File: src/rtl/alu_share_arbiter.sv
// ---------------------------------------------------------------------------
// alu_share_arbiter
//   Shares one 32-bit ALU (ALU_32_bits, ALU_Op[3:0], flags {V,C,Z,N}) between
//   NREQ requesters. Each operation is sequenced accept -> execute -> respond.
//   The requester that is granted owns the ALU until its response has been
//   accepted. Grants rotate round-robin.
//
// Handshake rules (valid/ready, both directions):
//   A transfer happens on a rising clock edge where valid and ready are both 1.
//   The source holds valid and its payload stable until that edge. The sink may
//   raise ready at any time, and ready may depend combinationally on valid.
//   - Request side:  req_valid[i] + req_op/req_a/req_b slices -> req_ready[i].
//     req_ready is one-hot and is only ever set in IDLE.
//   - Response side: rsp_valid[owner] + rsp_result/rsp_flags/rsp_err ->
//     rsp_ready[owner]. rsp_ready of non-owners is ignored.
//
// Ports
//   clk, rst_n          clock (rising edge) and async active-low reset
//   req_valid/ready     per-requester request handshake (NREQ bits)
//   req_op/a/b          packed per-requester opcode (4b) and operands (32b)
//   rsp_valid/ready     per-requester response handshake (NREQ bits)
//   rsp_result/flags    captured ALU result and {V,C,Z,N}
//   rsp_err             opcode rejected (only when ALU_ARB_OPCHECK_EN)
//   alu_a/b/op          registered drive to the shared ALU
//   alu_result/flags    combinational return from the shared ALU
//   busy                1 whenever the FSM is not in IDLE
//
// Configuration macro: ALU_ARB_OPCHECK_EN
//   Defined: only opcodes 0..7, 4'hB, 4'hC reach the ALU. Any other opcode is
//   still granted, but it bypasses EXEC. It is answered one cycle after accept
//   with result 0, flags 0, rsp_err 1, and the ALU pins are left untouched.
//   Undefined: every opcode goes to the ALU, and rsp_err is tied to 0.
// ---------------------------------------------------------------------------
module alu_share_arbiter #(
  parameter  int NREQ  = 4,
  localparam int IDX_W = $clog2(NREQ)
) (
  input  logic                 clk,
  input  logic                 rst_n,
  input  logic [NREQ-1:0]      req_valid,
  output logic [NREQ-1:0]      req_ready,
  input  logic [4*NREQ-1:0]    req_op,
  input  logic [32*NREQ-1:0]   req_a,
  input  logic [32*NREQ-1:0]   req_b,
  output logic [NREQ-1:0]      rsp_valid,
  input  logic [NREQ-1:0]      rsp_ready,
  output logic [31:0]          rsp_result,
  output logic [3:0]           rsp_flags,
  output logic                 rsp_err,
  output logic [31:0]          alu_a,
  output logic [31:0]          alu_b,
  output logic [3:0]           alu_op,
  input  logic [31:0]          alu_result,
  input  logic [3:0]           alu_flags,
  output logic                 busy
);

  typedef enum logic [1:0] {
    IDLE = 2'd0,
    EXEC = 2'd1,
    RESP = 2'd2
  } state_t;

  localparam logic [NREQ-1:0] ONE_HOT0 = NREQ'(1);

  state_t           state;
  logic [IDX_W-1:0] rr_ptr;
  logic [IDX_W-1:0] owner;

  // Grant search: the first valid index starting at rr_ptr, wrapping mod NREQ.
  logic             gnt_found;
  logic [IDX_W-1:0] gnt_idx;
  logic [IDX_W-1:0] gnt_next;
  int unsigned      pos;

  always_comb begin
    gnt_found = 1'b0;
    gnt_idx   = '0;
    pos       = 0;
    for (int k = 0; k < NREQ; k++) begin
      pos = int'(rr_ptr) + k;
      if (pos >= NREQ) pos = pos - NREQ;
      if (!gnt_found && req_valid[pos]) begin
        gnt_found = 1'b1;
        gnt_idx   = IDX_W'(pos);
      end
    end
  end

  // After a grant, the requester just served drops to the lowest priority.
  assign gnt_next = (gnt_idx == IDX_W'(NREQ-1)) ? '0 : gnt_idx + 1'b1;

  logic [3:0]  sel_op;
  logic [31:0] sel_a;
  logic [31:0] sel_b;

  assign sel_op = req_op[gnt_idx*4 +: 4];
  assign sel_a  = req_a[gnt_idx*32 +: 32];
  assign sel_b  = req_b[gnt_idx*32 +: 32];

  // The accept pulse is combinational so the requester sees it in the grant
  // cycle. It is gated by rst_n so that every output reads 0 during reset.
  always_comb begin
    req_ready = '0;
    if (rst_n && state == IDLE && gnt_found) req_ready = ONE_HOT0 << gnt_idx;
  end

  assign busy = (state != IDLE);

`ifdef ALU_ARB_OPCHECK_EN
  logic op_legal;
  logic err_q;

  assign op_legal = (sel_op <= 4'h7) || (sel_op == 4'hB) || (sel_op == 4'hC);
  assign rsp_err  = err_q;
`else
  assign rsp_err = 1'b0;
`endif

  always_ff @(posedge clk or negedge rst_n) begin
    if (!rst_n) begin
      state      <= IDLE;
      rr_ptr     <= '0;
      owner      <= '0;
      alu_a      <= '0;
      alu_b      <= '0;
      alu_op     <= '0;
      rsp_result <= '0;
      rsp_flags  <= '0;
      rsp_valid  <= '0;
`ifdef ALU_ARB_OPCHECK_EN
      err_q      <= 1'b0;
`endif
    end else begin
      case (state)
        IDLE: begin
          if (gnt_found) begin
            owner  <= gnt_idx;
            rr_ptr <= gnt_next;
`ifdef ALU_ARB_OPCHECK_EN
            if (!op_legal) begin
              // Rejected op: the ALU pins keep their previous values.
              rsp_result <= '0;
              rsp_flags  <= '0;
              err_q      <= 1'b1;
              rsp_valid  <= ONE_HOT0 << gnt_idx;
              state      <= RESP;
            end else begin
              alu_a  <= sel_a;
              alu_b  <= sel_b;
              alu_op <= sel_op;
              state  <= EXEC;
            end
`else
            alu_a  <= sel_a;
            alu_b  <= sel_b;
            alu_op <= sel_op;
            state  <= EXEC;
`endif
          end
        end
        EXEC: begin
          // The ALU has had the whole cycle to settle on the registered pins.
          rsp_result <= alu_result;
          rsp_flags  <= alu_flags;
          rsp_valid  <= ONE_HOT0 << owner;
`ifdef ALU_ARB_OPCHECK_EN
          err_q      <= 1'b0;
`endif
          state      <= RESP;
        end
        RESP: begin
          // Return through IDLE, so no grant is made in the completing cycle.
          if (rsp_ready[owner]) begin
            rsp_valid <= '0;
            state     <= IDLE;
          end
        end
        default: state <= IDLE;
      endcase
    end
  end

endmodule

File: config.mk
export PLATFORM = sky130hd
export DESIGN_NAME = alu_share_arbiter
export DESIGN_NICKNAME = d
export VERILOG_FILES = /design/src/rtl/alu_share_arbiter.sv
export SDC_FILE = /design/constraint.sdc
export NUM_CORES = 1
export LEC_CHECK = 0
export CAP_MARGIN = 20
export CORE_AREA = 10 10 160 162
export CTS_BUF_LIST = sky130_fd_sc_hd__clkbuf_4
export CTS_CLUSTER_DIAMETER = 80
export DETAILED_ROUTE_END_ITERATION = 6
export DIE_AREA = 0 0 170 172
export PLACE_DENSITY = 0.68
export SLEW_MARGIN = 20
export SYNTH_ARGS = -nofsm -noshare
export SYNTH_HDL_FRONTEND = slang
export SYNTH_SLANG_ARGS = --single-unit
File: constraint.sdc
create_clock -name clk -period 5 [get_ports clk]
set_input_delay 0.5 -clock clk [delete_from_list [all_inputs] [get_ports clk]]
set_output_delay 0.5 -clock clk [all_outputs]
set_load 0.01 [all_outputs]
== Word level (Yosys, flattened, before mapping) ==
Index checks and enable logic that the tools add are counted.

* Reductions and logical operators: 14
* Equal/unequal tests: 5
* Muxes and demuxes: 29
* $lt $le $gt $ge: 9
* $add $sub $neg: 8
* Shift-type cells: 5

{| class="wikitable"
|+ Operator list
! kind !! number
|-
| $shiftx 128x8->32 || 2
|-
| $lt 32x3->1 const B || 4
|-
| $mux 32 || 4
|-
| $shiftx 16x5->4 || 1
|-
| $mux 2 || 7
|-
| $sub 3x3->4 const B || 3
|-
| $bmux 1 s2 || 5
|-
| $ge 3x3->1 const B || 3
|-
| $mux 1 || 9
|-
| $mux 4 || 2
|-
| $pmux 4 s2 || 1
|-
| $shl 1x2->4 const A || 2
|-
| $add 2x2->3 const B || 2
|-
| $pmux 2 s3 || 1
|-
| $reduce_and 2->1 || 3
|-
| $logic_and 1x1->1 || 5
|-
| $eq 2x2->1 const B || 2
|-
| $ne 2x2->1 const B || 2
|-
| $reduce_bool 2->1 || 2
|-
| $sub 2x3->4 const B || 1
|-
| $add 2x1->3 const B || 1
|-
| $ge 2x3->1 const B || 1
|-
| $logic_not 1->1 || 3
|-
| $lt 2x3->1 const B || 1
|-
| other kinds (3) || 3
|}

* Input port bits: 318
* Output and inout bits: 114
* Register bits after elaboration: 114

== Longest topological paths before layout ==
Gate-level depths: netlist (run 1).

* Word-level depth: 16
* Gate-level depth with buffers: 9
* Gate-level depth less buffers: 6

== Least setup slack after synthesis (run 1) ==
Ideal clock, no wire load.

* Path kind: input port to output port
* Start: in req_valid[0]
* End: out req_ready[2]
* Setup slack: 2,722 ps
* Required time: 4,500 ps
* Stages on the path: 8
* Arrival: 1,778 ps
* Path buffers: 2
* Path through: or2b_1 nor2_1 a211oi_1 buf_2 buf_2 inv_1 ha_1 and3_1

* Longest elaborated chain between the ends: 14

{| class="wikitable"
|+ RTL lines
! what !! RTL line !! RTL
|-
| start: declaration || 40 || <nowiki>input logic [NREQ-1:0] req_valid,</nowiki>
|-
| $bmux 1 s2 || 83 || <nowiki>if (!gnt_found && req_valid[pos]) begin</nowiki>
|-
| $mux 1 (implied by the code) || 83 ||
|-
| $mux 1 || 83 ||
|-
| $logic_not 1->1 || 83 ||
|-
| $logic_and 1x1->1 || 83 ||
|-
| $mux 1 || 83 ||
|-
| $logic_not 1->1 || 83 ||
|-
| $logic_and 1x1->1 || 83 ||
|-
| $mux 1 || 83 ||
|-
| $logic_not 1->1 || 83 ||
|-
| $logic_and 1x1->1 || 83 ||
|-
| $mux 2 / $mux 1 (equally long branches) || 83 ||
|-
| $shl 1x2->4 / $logic_and 1x1->1 (equally long branches) || 105 || <nowiki>if (rst_n && state == IDLE && gnt_found) req_ready = ONE_HOT0 << gnt_idx;</nowiki>
|-
| $mux 4 (*) || 105 ||
|-
| end: declaration || 41 || <nowiki>output logic [NREQ-1:0] req_ready,</nowiki>
|}

Every way passes the cells marked *; elsewhere a longest branch is shown, timed or not. The select of a mux whose other input is x is not followed.

== Final worst setup path (run 1) ==
* Start: in req_valid[2]
* End: out req_ready[0]

Same word-level chain as after synthesis.

==> results of run 1 <==
==> worst max-delay path by stage <==
stage	startpoint	end	cells after the start	slack [ns]
global route	state[0]$_DFFE_PN0P_	req_ready[1]	5	1.38
global placement	req_valid[2]	alu_a[18]$_DFFE_PN0P_	7	1.30
floorplan	req_valid[0]	req_ready[2]	8	2.72
finish	req_valid[2]	req_ready[0]	6	1.55
detailed placement	req_valid[2]	alu_a[26]$_DFFE_PN0P_	7	1.26
CTS	state[1]$_DFFE_PN0P_	req_ready[0]	5	1.49
==> area by class of cell <==
| cell class | count | share of cell area |
|---|---|---|
| clock buffers | 20 | 0.0142 |
| well taps | 285 | 0.0336 |
| inverters | 5 | 0.00177 |
| repair buffers | 440 | 0.413 |
| diodes | 1 | 0.000236 |
| flip-flops and latches | 114 | 0.269 |
| multi-input cells | 428 | 0.260 |
| clock inverters | 11 | 0.00861 |
==> cells in the mapped netlist, types with 2 or more instances <==
cell,n,area share
mux2i_1,69,0.12
nor2b_1,2,0.0021
ha_1,2,0.0043
buf_6,2,0.0038
o31ai_1,2,0.0026
o21ai_0,3,0.0026
inv_1,4,0.0026
a221oi_1,59,0.088
nand2_1,117,0.075
a32o_1,2,0.0034
clkbuf_1,28,0.018
a211oi_1,2,0.0026
dfrtp_1,114,0.49
or2_1,2,0.0021
a21oi_1,7,0.0060
and3_1,4,0.0043
nand2b_1,2,0.0021
buf_1,2,0.0013
a221oi_2,9,0.023
buf_2,17,0.014
nor2_1,70,0.045
o22ai_1,68,0.072
buf_4,7,0.0089
==> cells by family after synthesis <==
group / count (synthesis)
AND/OR/NAND/NOR: 202
AO/OA/AOI/OAI: 153
multiplexers: 70
other: 1
buffers and inverters: 62
adder cells (fa/ha/maj): 2
flip-flops: 114
==> stage by stage <==
step | hold slack [ns] | power (mW)
2_1_floorplan | 0.204 | 3.41
3_3_place_gp | 0.456 | 5.08
3_5_place_dp | 0.461 | 5.14
4_1_cts | 0.0634 | 5.78
5_1_grt | 0.0672 | 6.14
6_report | 0.105 | 5.70
==> routing by layer <==
layer / vias up / part of all wire
li1: 3029 / -
met1: 3081 / 0.37
met2: 297 / 0.51
met3: 20 / 0.096
met4: 0 / 0.017
met5: - / 0
==> critical path: cells and delay by family <==
kind                   cells  cell delay (ns)
buffers and inverters      3             1.81
and+or+nand+nor            3             0.62
==> flip-flops by register name, indices dropped and copies added, names as in the netlist <==
name        cells
state           2
alu_a          32
rsp_valid       4
alu_b          32
owner           2
rsp_flags       4
alu_op          4
rr_ptr          2
rsp_result     32
==> power by group through the flow <==
stage / registers, mW / logic (mW) / clock network [mW]
2_1_floorplan: 1.87 / 1.55 / 0
3_3_place_gp: 1.68 / 3.40 / 0
3_5_place_dp: 1.70 / 3.44 / 0
4_1_cts: 1.68 / 3.45 / 0.654
5_1_grt: 1.74 / 3.70 / 0.699
6_report: 1.67 / 3.40 / 0.626
==> flow_metrics.tcl, run 1 <==
set metrics [dict create \
    outcome "complete, no violations" \
    drv_cap 0 \
    grt_use_total 0.184 \
    root_buffer "clkbuf_4" \
    dpl.cell_count 1272 \
    pwr-share-seq 0.294 \
    synth_top_family_by_area "compound AO/OA/AOI/OAI gates" \
    drt_wl_total_um 28500 \
    slew_headroom 0.340 \
    critPathCaptureType "output pin" \
    vias 6427 \
    dpl_cell_area_um2 10400 \
    cts_setup_buffers 0 \
    cts_buffers 17 \
    rsz0062_at_grt "no" \
    grt_max_degree 72 \
    antenna_found_initial 1 \
    core_area_um2 22400 \
    postRouteAntennaNets 0 \
    clkPwrFrac 0.110 \
    syn-num-nets 924 \
    vias_per_cell 4.93 \
    max_freq_mhz 290 \
    grt_pass1_wl_um 41200 \
    drive_gt1_frac 0.0560 \
    syn_inst 604 \
    worstPathRequired_ns 4.50 \
    drc 0 \
    synth.avg_cell_area_um2 9.73 \
    crit_type "in -> out" \
    critPathMaxFanout 46 \
    gp_congestion 0.830 \
    seq_area_um2 2850 \
    max_stage_delay_ns 0.64 \
    use_met3 0.0771 \
    p_int_mw 3.31 \
    synth.area.mux_share 0.121 \
    reg2reg_from "state[1]$_DFFE_PN0P_" \
    grt_overflow 0 \
    ios 432 \
    nets 1326 \
    synth-adder-area-share 0.00426 \
    cts_sinks 114 \
    wire_per_inst_um 21.8 \
    yosys.area_share.simple 0.136 \
    slew_violations 0 \
    p_sw_frac 0.418 \
    use_met1 0.204 \
    setup_viol 0 \
    drt-initial-drc-count 402 \
    clock_skew_ns 0.0201 \
    synth_flop_cell "dfrtp_1" \
    cp.arrival_ns 2.95 \
    cts_tree "yes" \
    grtUsageMet2 0.318 \
    layout_common_cells "429 x clkdlybuf4s50_1, 116 x nand2_1, 114 x dfrtp_1, 70 x nor2_1, 69 x mux2i_1" \
    dieArea_um2 29200 \
    ys_async_sr_fraction 1.00 \
    cts.clk_slew.worst_paths_ns 0.11 \
    drtPass1Iterations 4 \
    first_global_vias 6701 \
    ir_worst_vdd_v 0.000496 \
    power.density_nw_per_um2 538 \
    synthXorXnorAreaFrac 0 \
    cts.path.max_buffers 2 \
    power.switching_mw 2.39 \
    yosysWarnings 0 \
    final_common_cell "clkdlybuf4s50_1" \
    crit_slowest_cell "inv_2" \
    syn2layout_area_growth_pct 80.5 \
    htree_levels 4 \
    reg2regPathDepth 6 \
    final_util 0.474 \
    gr-max-usage-layer "met2" \
    tightest_slew_ns 0.986 \
    ys_seq_elements 114 \
    reg2reg_setup_slack_ns 1.84 \
    fillerInstances 2140 \
    fin_cells 1304 \
    setup_tns_ns 0 \
    synth-edff-count 0 \
    leakage_nw 4.42 \
    clock_latency_ns 0.51 \
    synth_compound_area_frac 0.202 \
    dpl.hpwl_um 21900 \
    rows 55 \
    cpMostUsedCell "clkdlybuf4s50_1" \
    pre_cts_slack_ns 1.26 \
    power_frac_comb 0.596 \
    finalHoldViolCount 0 \
    period_share 0.690 \
    stdcell_area_um2 10600 \
    hold_buffers 0 \
    ys_types 33 \
    die-width_um 170 \
    portBuffers 430 \
    post-route-min-period_ns 3.45 \
    start_kind "primary input" \
    yosysSeqAreaShare 0.486 \
    ctsResizeCount 0 \
    netlist_area_um2 5880 \
    initial_core_util 0.263 \
    r2r-end "alu_a[16]$_DFFE_PN0P_" \
    timing.final.ws_setup_ns 1.55 \
    die_y_um 172 \
    hold_path_class "in -> async" \
    path_cells "clkdlybuf4s50_1, nor4_1, or2_4, inv_2, and3_1, clkdlybuf4s50_1" \
    multiInputGateArea_um2 2760 \
]
No activity file was read; power rests on OpenSTA's default activity.
==> inputs of run 2 (changes only) <==
Settings changed: PLACE_DENSITY 0.68 to 0.71.
Clock period 5 ns to 2.8 ns, I/O delays scaled along.
==> run 2 against run 1 <==
Compared with the run above: final cell count rose by 1.0%; critical path depth did not move; global-route usage rose by 0.065 points; sequential cell count did not move; clock skew fell by 0.0042 ns; die area did not move; first-iteration DRC count fell by 5.7%; design area rose by 1.2%; clock power rose by 93%; highest routed layer unchanged; routed wire length rose by 2.1%; worst hold slack improved by 0.13 ns.
==> flow_metrics.tcl, run 2 (synthesis results as in run 1) <==
set metrics [dict create \
    first_global_vias 6866 \
    drtPass1Iterations 4 \
    whs_ns 0.231 \
    vias_per_cell 5.01 \
    grt_pass1_wl_um 41600 \
    post-route-min-period_ns 2.72 \
    power.density_nw_per_um2 965 \
    drt-initial-drc-count 379 \
    fin_cells 1317 \
    wire_per_inst_um 22.1 \
    ir_worst_vdd_v 0.000433 \
    antenna_found_initial 1 \
    crit_slowest_cell "clkdlybuf4s50_1" \
    critPathMaxFanout 6 \
    timing.final.ws_setup_ns 0.0846 \
    cts_sinks 114 \
    outcome "complete, no violations" \
    setup_viol 0 \
    ios 432 \
    crit_family "buffers and inverters" \
    pre_cts_slack_ns 0.0268 \
    clock_skew_ns 0.0160 \
    dpl_cell_area_um2 10400 \
    slew_violations 0 \
    gp_congestion 0.809 \
    reg_top3 "alu_a x32, alu_b x32, rsp_result x32" \
    stdcell_area_um2 10700 \
    initial_core_util 0.263 \
    dieArea_um2 29200 \
    period_share 0.970 \
    cts.clk_slew.worst_paths_ns 0.13 \
    seq_area_um2 2860 \
    syn2layout_area_growth_pct 82.6 \
    postRouteAntennaNets 0 \
    dpl.hpwl_um 22600 \
    die_y_um 172 \
    finalHoldViolCount 0 \
    die-width_um 170 \
    nets 1338 \
    vias 6597 \
    critPathCaptureType "output pin" \
    hold_path_class "in -> async" \
    fin_total_pwr_mw 10.4 \
    drt_wl_total_um 29100 \
    start_kind "register" \
    rows 55 \
    cp.arrival_ns 2.44 \
    drv_cap 0 \
    drive_gt1_frac 0.0718 \
    drc 0 \
    clock_latency_ns 0.52 \
    multiInputGateArea_um2 2760 \
    crit_type "reg -> out" \
    slew_headroom 0.467 \
    setup_tns_ns 0 \
    root_buffer "clkbuf_4" \
    worstPathRequired_ns 2.52 \
    path_cells "nand2_2, a21oi_1, a211oi_4, ha_1, and3_1, clkdlybuf4s50_1" \
    layout_common_cells "427 x clkdlybuf4s50_1, 115 x nand2_1, 112 x dfrtp_1, 69 x mux2i_1, 69 x nor2_1" \
    final_util 0.480 \
    crit_buf_inv 1 \
    leakage_nw 4.53 \
    core_area_um2 22400 \
    max_stage_delay_ns 0.54 \
    grt_max_degree 61 \
    cts_tree "yes" \
    final_common_cell "clkdlybuf4s50_1" \
    max_freq_mhz 368 \
    fillerInstances 2121 \
    cts_buffers 17 \
    rsz0062_at_grt "yes" \
    grt_overflow 0 \
    cts.path.max_buffers 2 \
    grt_use_total 0.185 \
    htree_levels 4 \
    tightest_slew_ns 0.799 \
    dpl.cell_count 1278 \
    portBuffers 430 \
]
[run 2: cell types whose count changed in the layout (fill, tap and decap cells not counted), sizes merged]
cell / before / now
buf: 11 / 22
inv: 5 / 10
clkinvlp: 4 / 2
clkdlybuf4s50: 429 / 427
clkinv: 6 / 7
dlygate4sd3: 0 / 1
clkbuf: 20 / 17
dlymetal6s2s: 0 / 2
[run 2: cell type report]
cell class / instances / share of cell area
clock buffer: 17 / 0.0119
sequential: 114 / 0.266
timing repair buffer: 452 / 0.417
antenna: 1 / 0.000233
multi-input combinational: 428 / 0.257
clock inverter: 15 / 0.0124
tap: 285 / 0.0332
inverter: 5 / 0.00198
[run 2: final timing paths]
kind	slack, ns	endpoint	cells after the start	start
worst max register to register	0.55	alu_a[3]$_DFFE_PN0P_	7	rr_ptr[1]$_DFFE_PN0P_
max in group asynchronous	1.43	alu_b[4]$_DFFE_PN0P_	3	rst_n
worst min-delay path	0.23	rsp_valid[2]$_DFFE_PN0P_	2	rst_n
worst max-delay path	0.08	req_ready[3]	6	rr_ptr[1]$_DFFE_PN0P_
min in group clk	0.27	rsp_result[22]$_DFFE_PN0P_	3	alu_result[22]
worst min register to register	0.49	rsp_result[25]$_DFFE_PN0P_	2	rsp_result[25]$_DFFE_PN0P_
[run 2: power by group]
| part | switching, mW | internal, mW | leakage (nW) | total [mW] |
|---|---|---|---|---|
| registers | 0.493 | 2.51 | 1.34 | 3.00 |
| clock network | 0.757 | 0.448 | 0.139 | 1.21 |
| logic | 3.12 | 3.03 | 3.05 | 6.15 |
| total | 4.37 | 5.98 | 4.53 | 10.4 |
[run 2: repair_timing]
action                                  in CTS  in global routing
endpoints found under the setup margin       3                  4
endpoints found under the hold margin       20                  0
gates resized for setup                      3                  5
hold buffers                                 1                  0
setup buffers                                2                  3
pin swaps                                    1                  1
[run 2: metal layers]
layer / part of all wire / up-vias / GRT usage
met5: 0 / - / 0
met2: 0.52 / 317 / 0.328
met3: 0.083 / 27 / 0.0629
met1: 0.38 / 3204 / 0.203
met4: 0.020 / 0 / 0.0584
li1: - / 3049 / -
==> inputs of run 3 (changes only) <==
Settings changed: HOLD_SLACK_MARGIN set to 0.12.
==> results of run 3 <==
Same layout as run 2: the final DEF is identical, and so are final timing and power.
